## src/rtl/pll_sweep_ctrl.sv

```systemverilog
// Purpose : SDRAM memtest frequency-sweep control: step index, PLL-reconfig ROM handshake, auto sweep, BCD minutes.
// Latency : button/start events act the cycle after the edge; rc_write_from_rom one cycle after a request, rc_reconfig two after that.
// Backpress: rc_busy stalls the handshake; WAIT_DONE gives up after RECFG_TIMEOUT cycles and pulses rc_reset.
//
// Ports: clock_50_i/RESET (sync, active-high); btn_up/btn_down/btn_auto debounced levels, edge-detected here;
//        start_auto forces a sweep from pos 0; pass_nz/fail_nz tester status; rc_busy/rc_write_from_rom/
//        rc_reconfig/rc_reset talk to the pll_reconfig core; recfg holds the tester in reset during a handshake;
//        pos/auto_on/auto_done/best_pos sweep state; mins (BCD) and ticks (100 ms) elapsed time; to_count timeouts.
// Optional: define PLL_SWEEP_STATS_EN to count WAIT_DONE timeouts in to_count (otherwise tied to 0).
module pll_sweep_ctrl #(
    parameter int NUM_STEPS     = 11,
    parameter int POS_W         = 4,
    parameter int DEF_POS       = 7,
    parameter int CLK_HZ        = 50000000,
    parameter int RECFG_TIMEOUT = 1000,
    parameter int DWELL_TICKS   = 600
) (
    input  logic             clock_50_i,
    input  logic             RESET,
    input  logic             btn_up,
    input  logic             btn_down,
    input  logic             btn_auto,
    input  logic             start_auto,
    input  logic             pass_nz,
    input  logic             fail_nz,
    input  logic             rc_busy,
    output logic             rc_write_from_rom,
    output logic             rc_reconfig,
    output logic             rc_reset,
    output logic             recfg,
    output logic [POS_W-1:0] pos,
    output logic             auto_on,
    output logic             auto_done,
    output logic [POS_W-1:0] best_pos,
    output logic [15:0]      mins,
    output logic [2:0]       ticks,
    output logic [7:0]       to_count
);
    localparam int TICK_DIV = (CLK_HZ / 10 > 0) ? CLK_HZ / 10 : 1;
    localparam int PS_W     = $clog2(TICK_DIV + 1);
    localparam int TO_W     = $clog2(RECFG_TIMEOUT + 1);
    localparam int DW_W     = $clog2(DWELL_TICKS + 1);

    localparam logic [PS_W-1:0]  PS_LAST   = PS_W'(TICK_DIV - 1);
    localparam logic [TO_W-1:0]  TO_LOAD   = TO_W'(RECFG_TIMEOUT);
    localparam logic [TO_W-1:0]  TO_ONE    = TO_W'(1);
    localparam logic [DW_W-1:0]  DW_LAST   = DW_W'(DWELL_TICKS - 1);
    localparam logic [DW_W-1:0]  DW_ONE    = DW_W'(1);
    localparam logic [POS_W-1:0] POS_LAST  = POS_W'(NUM_STEPS - 1);
    localparam logic [POS_W-1:0] POS_DEF   = POS_W'(DEF_POS);
    localparam logic [POS_W-1:0] POS_ONE   = POS_W'(1);
    localparam logic [PS_W-1:0]  PS_ONE    = PS_W'(1);
    localparam logic [9:0]       TICK_LAST = 10'd599;

    typedef enum logic [1:0] {
        IDLE      = 2'd0,
        LOAD      = 2'd1,
        WAIT_BUSY = 2'd2,
        WAIT_DONE = 2'd3
    } state_t;

    state_t           state;
    logic             pending;
    logic             btn_up_q, btn_down_q, btn_auto_q;
    logic [TO_W-1:0]  to_cnt;
    logic [PS_W-1:0]  prescale;
    logic [9:0]       tick_cnt;
    logic [DW_W-1:0]  dwell_cnt;

    logic             up_edge, down_edge, auto_edge;
    logic             auto_ok, tick, to_fire;
    logic [TO_W-1:0]  to_nxt;
    logic             req, auto_req, clr_done, accept;
    logic [POS_W-1:0] pos_req;

    function automatic logic [15:0] bcd_inc(input logic [15:0] v);
        logic [15:0] r;
        logic        carry;
        r     = v;
        carry = 1'b1;
        for (int i = 0; i < 4; i++) begin
            if (carry) begin
                if (r[4*i +: 4] == 4'd9) begin
                    r[4*i +: 4] = 4'd0;
                end else begin
                    r[4*i +: 4] = r[4*i +: 4] + 4'd1;
                    carry       = 1'b0;
                end
            end
        end
        return r;
    endfunction

    // Request decode, highest priority first; at most one request per cycle.
    always_comb begin
        up_edge   = btn_up & ~btn_up_q;
        down_edge = btn_down & ~btn_down_q;
        auto_edge = btn_auto & ~btn_auto_q;
        auto_ok   = auto_on & ~auto_done & ~recfg;
        tick      = ~recfg & (prescale == PS_LAST);
        to_nxt    = to_cnt - TO_ONE;
        // rc_reset must land RECFG_TIMEOUT-1 cycles after rc_reconfig, so fire when the next count is 1.
        to_fire   = (state == WAIT_DONE) && (to_nxt == TO_ONE);

        req      = 1'b0;
        pos_req  = pos;
        auto_req = auto_on;
        clr_done = 1'b0;
        accept   = 1'b0;
        if (start_auto) begin
            req = 1'b1; pos_req = '0; auto_req = 1'b1; clr_done = 1'b1;
        end else if (auto_edge && auto_on) begin
            req = 1'b1; auto_req = 1'b0;
        end else if (auto_edge) begin
            req = 1'b1; pos_req = '0; auto_req = 1'b1; clr_done = 1'b1;
        end else if (up_edge && pos != '0) begin
            req = 1'b1; pos_req = pos - POS_ONE; auto_req = 1'b0;
        end else if (down_edge && pos < POS_LAST) begin
            req = 1'b1; pos_req = pos + POS_ONE; auto_req = 1'b0;
        end else if (auto_ok && pass_nz && fail_nz) begin
            // A failing step: move one slower, or give up at the slowest step.
            if (pos < POS_LAST) begin
                req = 1'b1; pos_req = pos + POS_ONE;
            end else begin
                accept = 1'b1;
            end
        end else if (auto_ok && !fail_nz && tick && dwell_cnt == DW_LAST) begin
            accept = 1'b1;
        end
    end

    always_ff @(posedge clock_50_i) begin
        if (RESET) begin
            state             <= IDLE;
            pending           <= 1'b0;
            btn_up_q          <= 1'b0;
            btn_down_q        <= 1'b0;
            btn_auto_q        <= 1'b0;
            to_cnt            <= '0;
            rc_write_from_rom <= 1'b0;
            rc_reconfig       <= 1'b0;
            rc_reset          <= 1'b0;
            recfg             <= 1'b0;
            pos               <= POS_DEF;
            auto_on           <= 1'b0;
            auto_done         <= 1'b0;
            best_pos          <= POS_DEF;
        end else begin
            btn_up_q          <= btn_up;
            btn_down_q        <= btn_down;
            btn_auto_q        <= btn_auto;
            rc_write_from_rom <= 1'b0;
            rc_reconfig       <= 1'b0;
            rc_reset          <= 1'b0;
            case (state)
                IDLE: begin
                    if (pending) begin
                        pending           <= 1'b0;
                        rc_write_from_rom <= 1'b1;
                        state             <= LOAD;
                    end
                end
                LOAD: state <= WAIT_BUSY;
                WAIT_BUSY: begin
                    if (!rc_busy) begin
                        rc_reconfig <= 1'b1;
                        to_cnt      <= TO_LOAD;
                        state       <= WAIT_DONE;
                    end
                end
                WAIT_DONE: begin
                    to_cnt <= to_nxt;
                    // The core has not raised busy yet in the rc_reconfig cycle, so ignore busy there.
                    if (to_fire) begin
                        rc_reset <= 1'b1;
                        state    <= IDLE;
                        if (!pending) recfg <= 1'b0;
                    end else if (!rc_reconfig && !rc_busy) begin
                        state <= IDLE;
                        if (!pending) recfg <= 1'b0;
                    end
                end
                default: state <= IDLE;
            endcase
            // A new request overrides a same-cycle recfg drop / pending clear.
            if (req) begin
                pos     <= pos_req;
                auto_on <= auto_req;
                recfg   <= 1'b1;
                pending <= 1'b1;
                if (clr_done) auto_done <= 1'b0;
            end
            if (accept) begin
                auto_done <= 1'b1;
                best_pos  <= pos;
            end
        end
    end

    // Elapsed-time and dwell counters; all restart from zero on every reconfiguration.
    always_ff @(posedge clock_50_i) begin
        if (RESET || recfg) begin
            prescale <= '0;
            tick_cnt <= '0;
            mins     <= '0;
        end else begin
            prescale <= tick ? '0 : prescale + PS_ONE;
            if (tick) begin
                if (tick_cnt == TICK_LAST) begin
                    tick_cnt <= '0;
                    mins     <= bcd_inc(mins);
                end else begin
                    tick_cnt <= tick_cnt + 10'd1;
                end
            end
        end
        if (RESET || recfg || fail_nz || !auto_on || auto_done) begin
            dwell_cnt <= '0;
        end else if (tick) begin
            dwell_cnt <= dwell_cnt + DW_ONE;
        end
    end

    assign ticks = tick_cnt[2:0];

`ifdef PLL_SWEEP_STATS_EN
    always_ff @(posedge clock_50_i) begin
        if (RESET) begin
            to_count <= 8'h00;
        end else if (to_fire && to_count != 8'hFF) begin
            to_count <= to_count + 8'd1;
        end
    end
`else
    assign to_count = 8'h00;
`endif

endmodule

```

## config.mk

```make
export PLATFORM = sky130hd
export DESIGN_NAME = pll_sweep_ctrl
export DESIGN_NICKNAME = d
export VERILOG_FILES = /design/src/rtl/pll_sweep_ctrl.sv
export SDC_FILE = /design/constraint.sdc
export NUM_CORES = 1
export LEC_CHECK = 0
export BUFFER_PORTS_ARGS = -buffer_cell sky130_fd_sc_hd__buf_2
export CAP_MARGIN = 20
export CORE_ASPECT_RATIO = 1.75
export CORE_MARGIN = 2
export CORE_UTILIZATION = 45
export CTS_BUF_LIST = sky130_fd_sc_hd__clkbuf_4 sky130_fd_sc_hd__clkbuf_8
export DETAILED_ROUTE_END_ITERATION = 6
export SLEW_MARGIN = 20
export SYNTH_ARGS = -nofsm -noshare
export SYNTH_HDL_FRONTEND = slang
export SYNTH_SLANG_ARGS = --single-unit
```

## constraint.sdc

```tcl
create_clock -name clock_50_i -period 2.55 [get_ports clock_50_i]
set_input_delay 0.1275 -clock clock_50_i [delete_from_list [all_inputs] [get_ports clock_50_i]]
set_output_delay 0.1275 -clock clock_50_i [all_outputs]
set_load 0.01 [all_outputs]
```

==> impl_metrics.json <==
{
  "status": "complete, no violations",
  "slew_headroom_pct": 55.01,
  "dp.cells": 681,
  "die_area_mm2": 0.01083,
  "diodes": 0,
  "grt_max_degree": 24,
  "ys_seq_area_share_pct": 39.64,
  "endpoint_kind": "register",
  "peakVddDrop_mv": 0.4350,
  "top_level_ports": 50,
  "cap_violations": 0,
  "r2r_start": "prescale[0]",
  "syn_area_mm2": 0.004494,
  "p_switching_w": 0.001052,
  "reg2reg_depth": 7,
  "final_cell_mix": "89 x dfxtp_1, 74 x nor2_1, 48 x nand2_1",
  "pwr-share-comb_pct": 23.7,
  "post_dp_cell_area_mm2": 0.004805,
  "place_hpwl_um": 6781,
  "ys.flop_type": "dfxtp_1",
  "worst_pin_slew_ns": 0.6732,
  "vias": 3706,
  "vias_per_cell": 5.302,
  "cp_max_fo": 7,
  "dr.pass1.iters": 4,
  "layout_commonest_cell": "dfxtp_1",
  "h-tree-depth": 3,
  "final_antenna_net_count": 0,
  "ys_async_sr_fraction_pct": 0,
  "io_buffer_count": 41,
  "ys_types": 58,
  "synth-edff-count": 0,
  "drc_errors": 0,
  "cp-start-kind": "register",
  "yosys.area_share.simple_pct": 30.93,
  "synth_top_family_by_area": "simple AND/OR/NAND/NOR gates",
  "p_per_area_mw_per_mm2": 668.3,
  "synthXorXnorAreaFrac_pct": 8.769,
  "synth.area.mux_share_pct": 2.227,
  "area_delta_synth_final_pct": 12.25,
  "grt_setup_unrepaired": "false",
  "layout-drive-gt1-share_pct": 14.11,
  "fillerInstances": 956,
  "wl_per_cell_um": 13.31,
  "antenna_found_initial": 0,
  "grt_pass1_vias": 3546,
  "gp_congestion": 0.7898,
  "regArea_mm2": 0.001782,
  "p_int_w": 0.002319,
  "core_area_mm2": 0.009789,
  "synthAdderAreaFrac_pct": 3.508,
  "min_from": "start_auto",
  "required_ns": 2.80,
  "finish.utilization_pct": 51.53,
  "cts_tree": "yes",
  "die_h_um": 136.2,
  "multiInputGateArea_mm2": 0.002522,
  "drv_slew": 0,
  "clkSinkCount": 89,
  "cp.arrival_ns": 2.64,
  "cts_buffers": 9,
  "gr-usage-all-layers_pct": 18.48,
  "critPathKind": "register to register",
  "synth_seq_cells": 89,
  "p_leak_nw": 1.961,
  "wirelength_um": 9301,
  "hold_class": "input pin to register",
  "finalCritPeriodShare_pct": 93.95,
  "final_cell_count_no_fill": 699,
  "hold_depth": 4,
  "start_util_pct": 45.91,
  "switching_share_pct": 31.21,
  "cts_root_buf": "clkbuf_8",
  "skew_ns": 0.01179,
  "min_period_ns": 2.396,
  "overflow": 0,
  "synth-compound-area-share_pct": 9.744,
  "layout.nets": 592,
  "die_x_um": 79.55,
  "cts_setup_buffers": 0,
  "yosysWarnings": 0,
  "setup_viol": 0,
  "regToRegSetupSlack_ns": 0.15,
  "cts_buffer_depth": 2,
  "min_to": "auto_done",
  "clk_pin_slew_ns": 0.09,
  "power.share.clock_pct": 28.5,
  "grt_pass1_wl_um": 15990,
  "postSynthAreaPerCell_um2": 8.544,
  "reg2reg_to": "best_pos[2]",
  "drtIter0Drc": 174,
  "final_area_mm2": 0.005045,
  "max_freq_ghz": 0.4174,
  "setup_tns_ns": 0,
  "seqPwrFrac_pct": 47.8,
  "hold_viol_final": 0,
  "synthCells": 526,
  "rows": 48,
  "clock_latency_ns": 0.36
}
[worst max path at each step]
| stage | from | to | slack [ns] | depth (start not counted) |
|---|---|---|---|---|
| global route | prescale[0] | mins[5] | 0.007 | 6 |
| global placement | prescale[0] | best_pos[2] | 0.19 | 7 |
| CTS | prescale[0] | best_pos[3] | 0.1 | 7 |
| detailed placement | prescale[0] | best_pos[2] | 0.12 | 7 |
| floorplan | prescale[0] | mins[13] | 0.31 | 7 |
| finish | prescale[0] | best_pos[2] | 0.15 | 7 |
[metal layers]
metal | vias to the layer above | global-route usage, % | share of wire, %
li1 | 1890 | - | -
met1 | 1744 | 21.34 | 43
met2 | 62 | 32.77 | 52
met3 | 10 | 3.984 | 3.4
met4 | 0 | 6.992 | 1.4
met5 | - | 0 | 0
[cell usage after synthesis (2+ instances only)]
cell       number  area, um^2
a21oi_1        23       115.1
nand4_1        17       106.4
inv_1          21       78.83
or2_2           2       12.51
o21a_1          3       22.52
o21ai_1         2       10.01
mux2i_1        10       100.1
a211oi_1        7       52.55
xnor2_1        18       157.7
nand2_1        48       180.2
ha_1           11       137.6
nor4bb_1        4       40.04
nor3b_1         9       67.56
a22oi_1         2       15.01
or3_1           7       43.79
nand2b_1        6       37.54
nor4b_1         8       70.07
clkbuf_1       12       45.04
nor4_1          4       25.02
nor4_4          2       42.54
nor2b_1        10       62.56
or4_4           2       22.52
buf_4          14       105.1
dfxtp_1        89        1782
nor3_1          5       25.02
nand4b_1        2       17.52
xor2_1         27       236.5
nand3_1        22       110.1
o211ai_1        4       30.03
and3_1          9       56.30
nor2_1         74       277.8
nand3b_1        2       15.01
nand4bb_1       2       22.52
o21ai_0        23       115.1
and3b_1         2       17.52
[stage by stage]
stage / hold slack, ns / total power (W) / setup slack, ns
after CTS: 0.08530 / 0.003420 / 0.09977
after global routing: 0.1224 / 0.003606 / 0.007135
after global placement: 0.3351 / 0.002416 / 0.1858
after detailed placement: 0.3437 / 0.002444 / 0.1153
after floorplan: 0.1991 / 0.002281 / 0.3124
final: 0.1072 / 0.003372 / 0.1543
[state kept, by name (all words and copies together), names as in the netlist]
register	flops
rc_reset	1
state	2
btn_auto_q	1
pos	4
recfg	1
prescale	23
btn_up_q	1
auto_done	1
best_pos	4
tick_cnt	10
mins	16
rc_write_from_rom	1
auto_on	1
pending	1
btn_down_q	1
dwell_cnt	10
rc_reconfig	1
to_cnt	10
[cell type report]
| class | count | share of cell area [%] |
|---|---|---|
| clock inverter | 3 | 0.8433 |
| tap | 125 | 3.100 |
| clock buffer | 11 | 2.877 |
| multi-input combinational | 397 | 50.00 |
| timing repair buffer | 53 | 6.300 |
| sequential | 89 | 35.32 |
| inverter | 21 | 1.562 |
[critical path: stages (launching register included)]
cell	delay (ns)
dfxtp_1	0.38
ha_1	0.25
nand3_4	0.12
or4_4	0.65
nor4_1	0.44
o21ai_2	0.19
mux2i_1	0.19
nand2_1	0.06
[power groups by stage]
stage | Clock (W) | Sequential, W | Combinational, W
2_1_floorplan | 0 | 0.00159 | 0.000687
3_3_place_gp | 0 | 0.00164 | 0.000779
3_5_place_dp | 0 | 0.00164 | 0.000804
4_1_cts | 0.000997 | 0.00161 | 0.000812
5_1_grt | 0.00105 | 0.00164 | 0.000919
6_report | 0.000961 | 0.00161 | 0.000799
[cells by family after synthesis]
group	Yosys count
mux	10
flops	89
buf+inv	47
compound gates	73
fa+ha+maj	12
simple gates	249
other cells	1
xor+xnor	45
[repair_timing]
action,CTS,global route
endpoints found under the hold margin,4,0
setup endpoints to repair,0,3
hold buffers,4,0
resized for setup,0,2
Power figures use the tool's default switching activity.
